<file path="config.mk">
export PLATFORM = sky130hd
export DESIGN_NAME = sync_fifo_flags
export DESIGN_NICKNAME = d
export VERILOG_FILES = /design/src/rtl/sync_fifo_flags.sv
export SDC_FILE = /design/constraint.sdc
export NUM_CORES = 1
export LEC_CHECK = 0
export CORE_ASPECT_RATIO = 1.5
export CORE_MARGIN = 4
export CORE_UTILIZATION = 35
export DETAILED_ROUTE_END_ITERATION = 8
export PLACE_DENSITY_LB_ADDON = 0.12
export SLEW_MARGIN = 40
export SYNTH_ARGS = -nofsm -noshare
export SYNTH_HDL_FRONTEND = slang
export SYNTH_SLANG_ARGS = --single-unit
</file>
<file path="constraint.sdc">
create_clock -name clk_in -period 4.4 [get_ports clk_in]
set_clock_uncertainty 0.15 [all_clocks]
set_input_delay 0.44 -clock clk_in [delete_from_list [all_inputs] [get_ports clk_in]]
set_output_delay 0.44 -clock clk_in [all_outputs]
set_load 0.03 [all_outputs]
</file>
<file path="src/rtl/sync_fifo_flags.sv">
`default_nettype none
// ============================================================================
// Module   : sync_fifo_flags
// Brief    : Single-clock FIFO with occupancy count, status flags, error
//            pulses and selectable registered-read / first-word-fall-through.
// Revision : 1.0 - initial release
// ============================================================================
module sync_fifo_flags #(
  parameter int WIDTH     = 4,
  parameter int DEPTH     = 8,
  parameter int AF_THRESH = 6,
  parameter int AE_THRESH = 2,
  parameter int FWFT      = 0
) (
  input  logic                     clk_in,
  input  logic                     rst,
  input  logic                     flush,
  input  logic                     wr_rq,
  input  logic                     rd_rq,
  input  logic [WIDTH-1:0]         wdata,
  output logic [WIDTH-1:0]         rdata,
  output logic                     full,
  output logic                     empty,
  output logic                     almost_full,
  output logic                     almost_empty,
  output logic [$clog2(DEPTH):0]   count,
  output logic                     overflow,
  output logic                     underflow
);

  localparam int c_AW = $clog2(DEPTH);
  localparam int c_PW = c_AW + 1;
  localparam logic [c_AW:0] c_DEPTH = c_PW'(DEPTH);
  localparam logic [c_AW:0] c_AF    = c_PW'(AF_THRESH);
  localparam logic [c_AW:0] c_AE    = c_PW'(AE_THRESH);
  localparam logic [c_AW:0] c_ONE   = c_PW'(1);

  logic [WIDTH-1:0] r_mem [DEPTH];
  logic [c_AW:0]    r_wr_ptr;
  logic [c_AW:0]    r_rd_ptr;
  logic [c_AW:0]    r_count;
  logic             r_overflow;
  logic             r_underflow;

  logic             w_full;
  logic             w_empty;
  logic             w_wr_acc;
  logic             w_rd_acc;
  logic [c_AW-1:0]  w_wr_addr;
  logic [c_AW-1:0]  w_rd_addr;

  assign w_full    = (r_count == c_DEPTH);
  assign w_empty   = (r_count == '0);
  // Flush wins over both requests, so neither side is accepted that cycle.
  assign w_wr_acc  = wr_rq & ~w_full  & ~flush;
  assign w_rd_acc  = rd_rq & ~w_empty & ~flush;
  assign w_wr_addr = r_wr_ptr[c_AW-1:0];
  assign w_rd_addr = r_rd_ptr[c_AW-1:0];

  assign full         = w_full;
  assign empty        = w_empty;
  assign almost_full  = (r_count >= c_AF);
  assign almost_empty = (r_count <= c_AE);
  assign count        = r_count;
  assign overflow     = r_overflow;
  assign underflow    = r_underflow;

  always_ff @(posedge clk_in) begin
    if (w_wr_acc) begin
      r_mem[w_wr_addr] <= wdata;
    end
  end

  always_ff @(posedge clk_in or posedge rst) begin
    if (rst) begin
      r_wr_ptr    <= '0;
      r_rd_ptr    <= '0;
      r_count     <= '0;
      r_overflow  <= 1'b0;
      r_underflow <= 1'b0;
    end else if (flush) begin
      r_wr_ptr    <= '0;
      r_rd_ptr    <= '0;
      r_count     <= '0;
      r_overflow  <= 1'b0;
      r_underflow <= 1'b0;
    end else begin
      r_overflow  <= wr_rq & w_full;
      r_underflow <= rd_rq & w_empty;
      if (w_wr_acc) begin
        r_wr_ptr <= r_wr_ptr + c_ONE;
      end
      if (w_rd_acc) begin
        r_rd_ptr <= r_rd_ptr + c_ONE;
      end
      case ({w_wr_acc, w_rd_acc})
        2'b10:   r_count <= r_count + c_ONE;
        2'b01:   r_count <= r_count - c_ONE;
        default: r_count <= r_count;
      endcase
    end
  end

  generate
    if (FWFT != 0) begin : g_fwft
      // Head entry is visible as soon as it exists; nothing stale when empty.
      assign rdata = w_empty ? '0 : r_mem[w_rd_addr];
    end else begin : g_reg_read
      logic [WIDTH-1:0] r_rdata;

      always_ff @(posedge clk_in or posedge rst) begin
        if (rst) begin
          r_rdata <= '0;
        end else if (flush) begin
          r_rdata <= '0;
        end else if (w_rd_acc) begin
          r_rdata <= r_mem[w_rd_addr];
        end
      end

      assign rdata = r_rdata;
    end
  endgenerate

endmodule
`default_nettype wire

</file>
==> impl_metrics.env <==
export IMPL_crit_path_cell_trace="nor3_1, a21oi_1, nor2_1, ha_1, a211o_1, o21a_1, o211ai_1, a31oi_1"
export IMPL_drive_gt1_frac=0.140
export IMPL_tritoncts="built"
export IMPL_portBuffers=22
export IMPL_cp_num_buf_inv=0
export IMPL_syn_inst=150
export IMPL_path_class="register to register"
export IMPL_yosysUniqueCellTypes=37
export IMPL_path_delay_family="simple AND/OR/NAND/NOR gates"
export IMPL_core_area_sq_um=6090
export IMPL_finalSetupViolCount=0
export IMPL_rsz0062_at_grt="no"
export IMPL_clock_root_buffer="clkbuf_8"
export IMPL_outcome="completed"
export IMPL_routedWlPerCell_microns=17.0
export IMPL_endpoint_kind="register"
export IMPL_ctsLongestPathBuffers=2
export IMPL_die_w_microns=72.5
export IMPL_synth_area_leaders="edfxtp_1 44%, dfrtp_1 18%, mux4_2 8.2%"
export IMPL_crit_arrival_ns=2.94
export IMPL_synthFlopType="edfxtp_1"
export IMPL_start_util=0.359
export IMPL_avgSynthCellArea_sq_um=14.6
export IMPL_r2r_start="count[1]"
export IMPL_clock_latency_ns=0.30
export IMPL_yosysTopAreaCellShare=0.440
export IMPL_antenna_left=0
export IMPL_max_clock_freq_ghz=0.341
export IMPL_ioPinCount=23
export IMPL_max_slew_margin=0.468
export IMPL_hpwl_microns=3260
export IMPL_leakagePower_nw=0.914
export IMPL_cellPowerDensity_nw_per_um2=545
export IMPL_slew_viol_final=0
export IMPL_via_per_inst=5.11
export IMPL_maxCapViolations=0
export IMPL_netlist_area_sq_um=2180
export IMPL_vias=1256
export IMPL_cp_num_cells=8
export IMPL_floorplan_die_area_sq_um=7600
export IMPL_antennaDiodeCount=0
export IMPL_r2r_end="count[3]"
export IMPL_yosys_area_top_type="edfxtp_1"
export IMPL_die_h_microns=105
export IMPL_worst_slew_pin_slew_ns=0.792
export IMPL_fillCellCount=571
export IMPL_htreeDepth=2
export IMPL_grt_pass1_vias=1341
export IMPL_firstDrtPassIters=4
export IMPL_slowest_stage="nor3_1"
export IMPL_critPathCapture="count[3]"
export IMPL_ys_seq_area_frac=0.623
export IMPL_track_usage=0.120
export IMPL_ir_drop_v=0.000174
export IMPL_period_share=0.667
export IMPL_reg2reg_depth=8
export IMPL_drcViolationCount=0
export IMPL_final_setup_tns_ns=0
export IMPL_fin_crit_ns=2.94
export IMPL_placed_cells=238
export IMPL_gr_total_overflow=0
export IMPL_cts_sinks=48
export IMPL_ys_warn_count=0
export IMPL_cp_start_kind="register"
export IMPL_path_clk_slew_ns=0.09
export IMPL_fin_cells=246
export IMPL_synth_edf_count=32
export IMPL_synth_fp_nets=164
export IMPL_dr_first_iter_drc_count=31
export IMPL_cp_max_fo=10
export IMPL_cpPeakStageDelay_ns=0.70
export IMPL_startpoint="count[1]"
export IMPL_postCtsHoldBufs=0
export IMPL_min_path_type="register to register"
export IMPL_antenna_found_initial=0
export IMPL_hold_viol=0
export IMPL_syn_to_final_growth_pct=15.8
export IMPL_drt_wl_total_microns=4180
export IMPL_cts_buffers=5
export IMPL_routabilityCongestion=0.781
export IMPL_cts_setup_buffers=0
export IMPL_num_rows=35
export IMPL_reg2reg_setup_slack_ns=1.46
export IMPL_grt_pass1_wl_microns=6840
export IMPL_hold_slack_ns=0.334
export IMPL_cts_resized=0
export IMPL_grt_max_degree=17
export IMPL_p_total_mw=1.38
export IMPL_worstPathRequired_ns=4.41
export IMPL_ys_ff_latch=48
export IMPL_finalNetCount=185
export IMPL_synth_async_reset_ratio=0.333
layer usage:
layer | part of all wire | GRT usage | routed length, microns
met1 | 0.36 | 0.126 | 1520
met2 | 0.58 | 0.223 | 2450
met3 | 0.032 | 0.0250 | 132
met4 | 0.020 | 0.0515 | 84
met5 | 0 | 0 | 0
sequential cells by signal, summed over array words and instances, names as in the netlist:
register / cells
overflow: 1
r_mem: 32
r_wr_ptr: 3
underflow: 1
rdata: 4
r_rd_ptr: 3
count: 4
cell families (layout without fill, tap and decap cells):
kind of cell | after synthesis | after routing | synth area share
DFF | 48 | 48 | 0.623
and+or+nand+nor | 44 | 44 | 0.0968
AOI/OAI and AO/OA | 19 | 19 | 0.0716
muxes | 15 | 15 | 0.115
buffers and inverters | 13 | 35 | 0.0378
xor gates and xnor gates | 6 | 6 | 0.0241
adders and majority gates | 5 | 5 | 0.0321
worst min path at each step:
stage | from | endpoint | slack [ns] | depth (start not counted)
5_1_grt | rdata[0] | rdata[0] | 0.37 | 2
4_1_cts | rdata[1] | rdata[1] | 0.34 | 2
3_3_place_gp | rdata[1] | rdata[1] | 0.32 | 2
2_1_floorplan | rst | count[0] | 0.20 | 1
6_report | rdata[1] | rdata[1] | 0.33 | 2
3_5_place_dp | rdata[1] | rdata[1] | 0.32 | 2
cells in the mapped netlist (2+ instances only):
master    count
o21ai_0       3
a211oi_1      2
mux2i_1       7
o21ai_2       2
a21oi_1       3
inv_1         4
nand2_1      10
buf_2         2
mux4_2        8
buf_4         2
xor2_1        4
nor3_1        5
nor2_1       16
xnor2_1       2
clkbuf_8      2
nand3_1       5
dfrtp_1      16
nand2b_1      4
ha_1          4
edfxtp_1     32
power breakdown:
group / switching [mW] / internal (mW)
Clock: 0.151 / 0.114
Combinational: 0.276 / 0.229
Sequential: 0.0830 / 0.526
Total: 0.510 / 0.869
cells in the final DEF (no fill, tap or decap), drive strengths merged:
master	count
dfrtp	16
nor3	5
nand2	10
nand3	5
mux2i	7
o211ai	1
or4	1
or4b	1
xnor2	2
ha	4
clkbuf	5
a21oi	4
o311a	1
a21o	1
edfxtp	32
nand2b	4
a211oi	3
a211o	1
fa	1
o21a	1
o2111ai	1
inv	7
nor4	1
clkdlybuf4s50	22
mux4	8
a31oi	1
clkinv	1
o21ai	5
xor2	4
nor2	16
or3	1
worst min-delay path, cell delays in order (launching register included):
cell and delay (ns):
dfrtp_1 0.35, nand2_1 0.06, o21ai_2 0.05
cell type report:
cell class | count | area (sq um) | area share
Clock buffer | 5 | 68.8 | 0.0272
Clock inverter | 3 | 21.3 | 0.00841
Inverter | 5 | 18.8 | 0.00742
Multi-Input combinational cell | 89 | 746 | 0.295
Sequential cell | 48 | 1360 | 0.538
Tap cell | 74 | 92.6 | 0.0366
Timing Repair Buffer | 22 | 220 | 0.0871
per-stage QoR:
step / worst slack (ns) / instance area (sq um) / util
6_report: 1.46 / 2530 / 0.415
5_1_grt: 1.18 / 2530 / 0.415
4_1_cts: 1.43 / 2520 / 0.415
3_5_place_dp: 1.17 / 2430 / 0.400
3_3_place_gp: 1.23 / 2430 / 0.400
2_1_floorplan: 1.55 / 2180 / -
No activity file was read; power rests on OpenSTA's default activity.
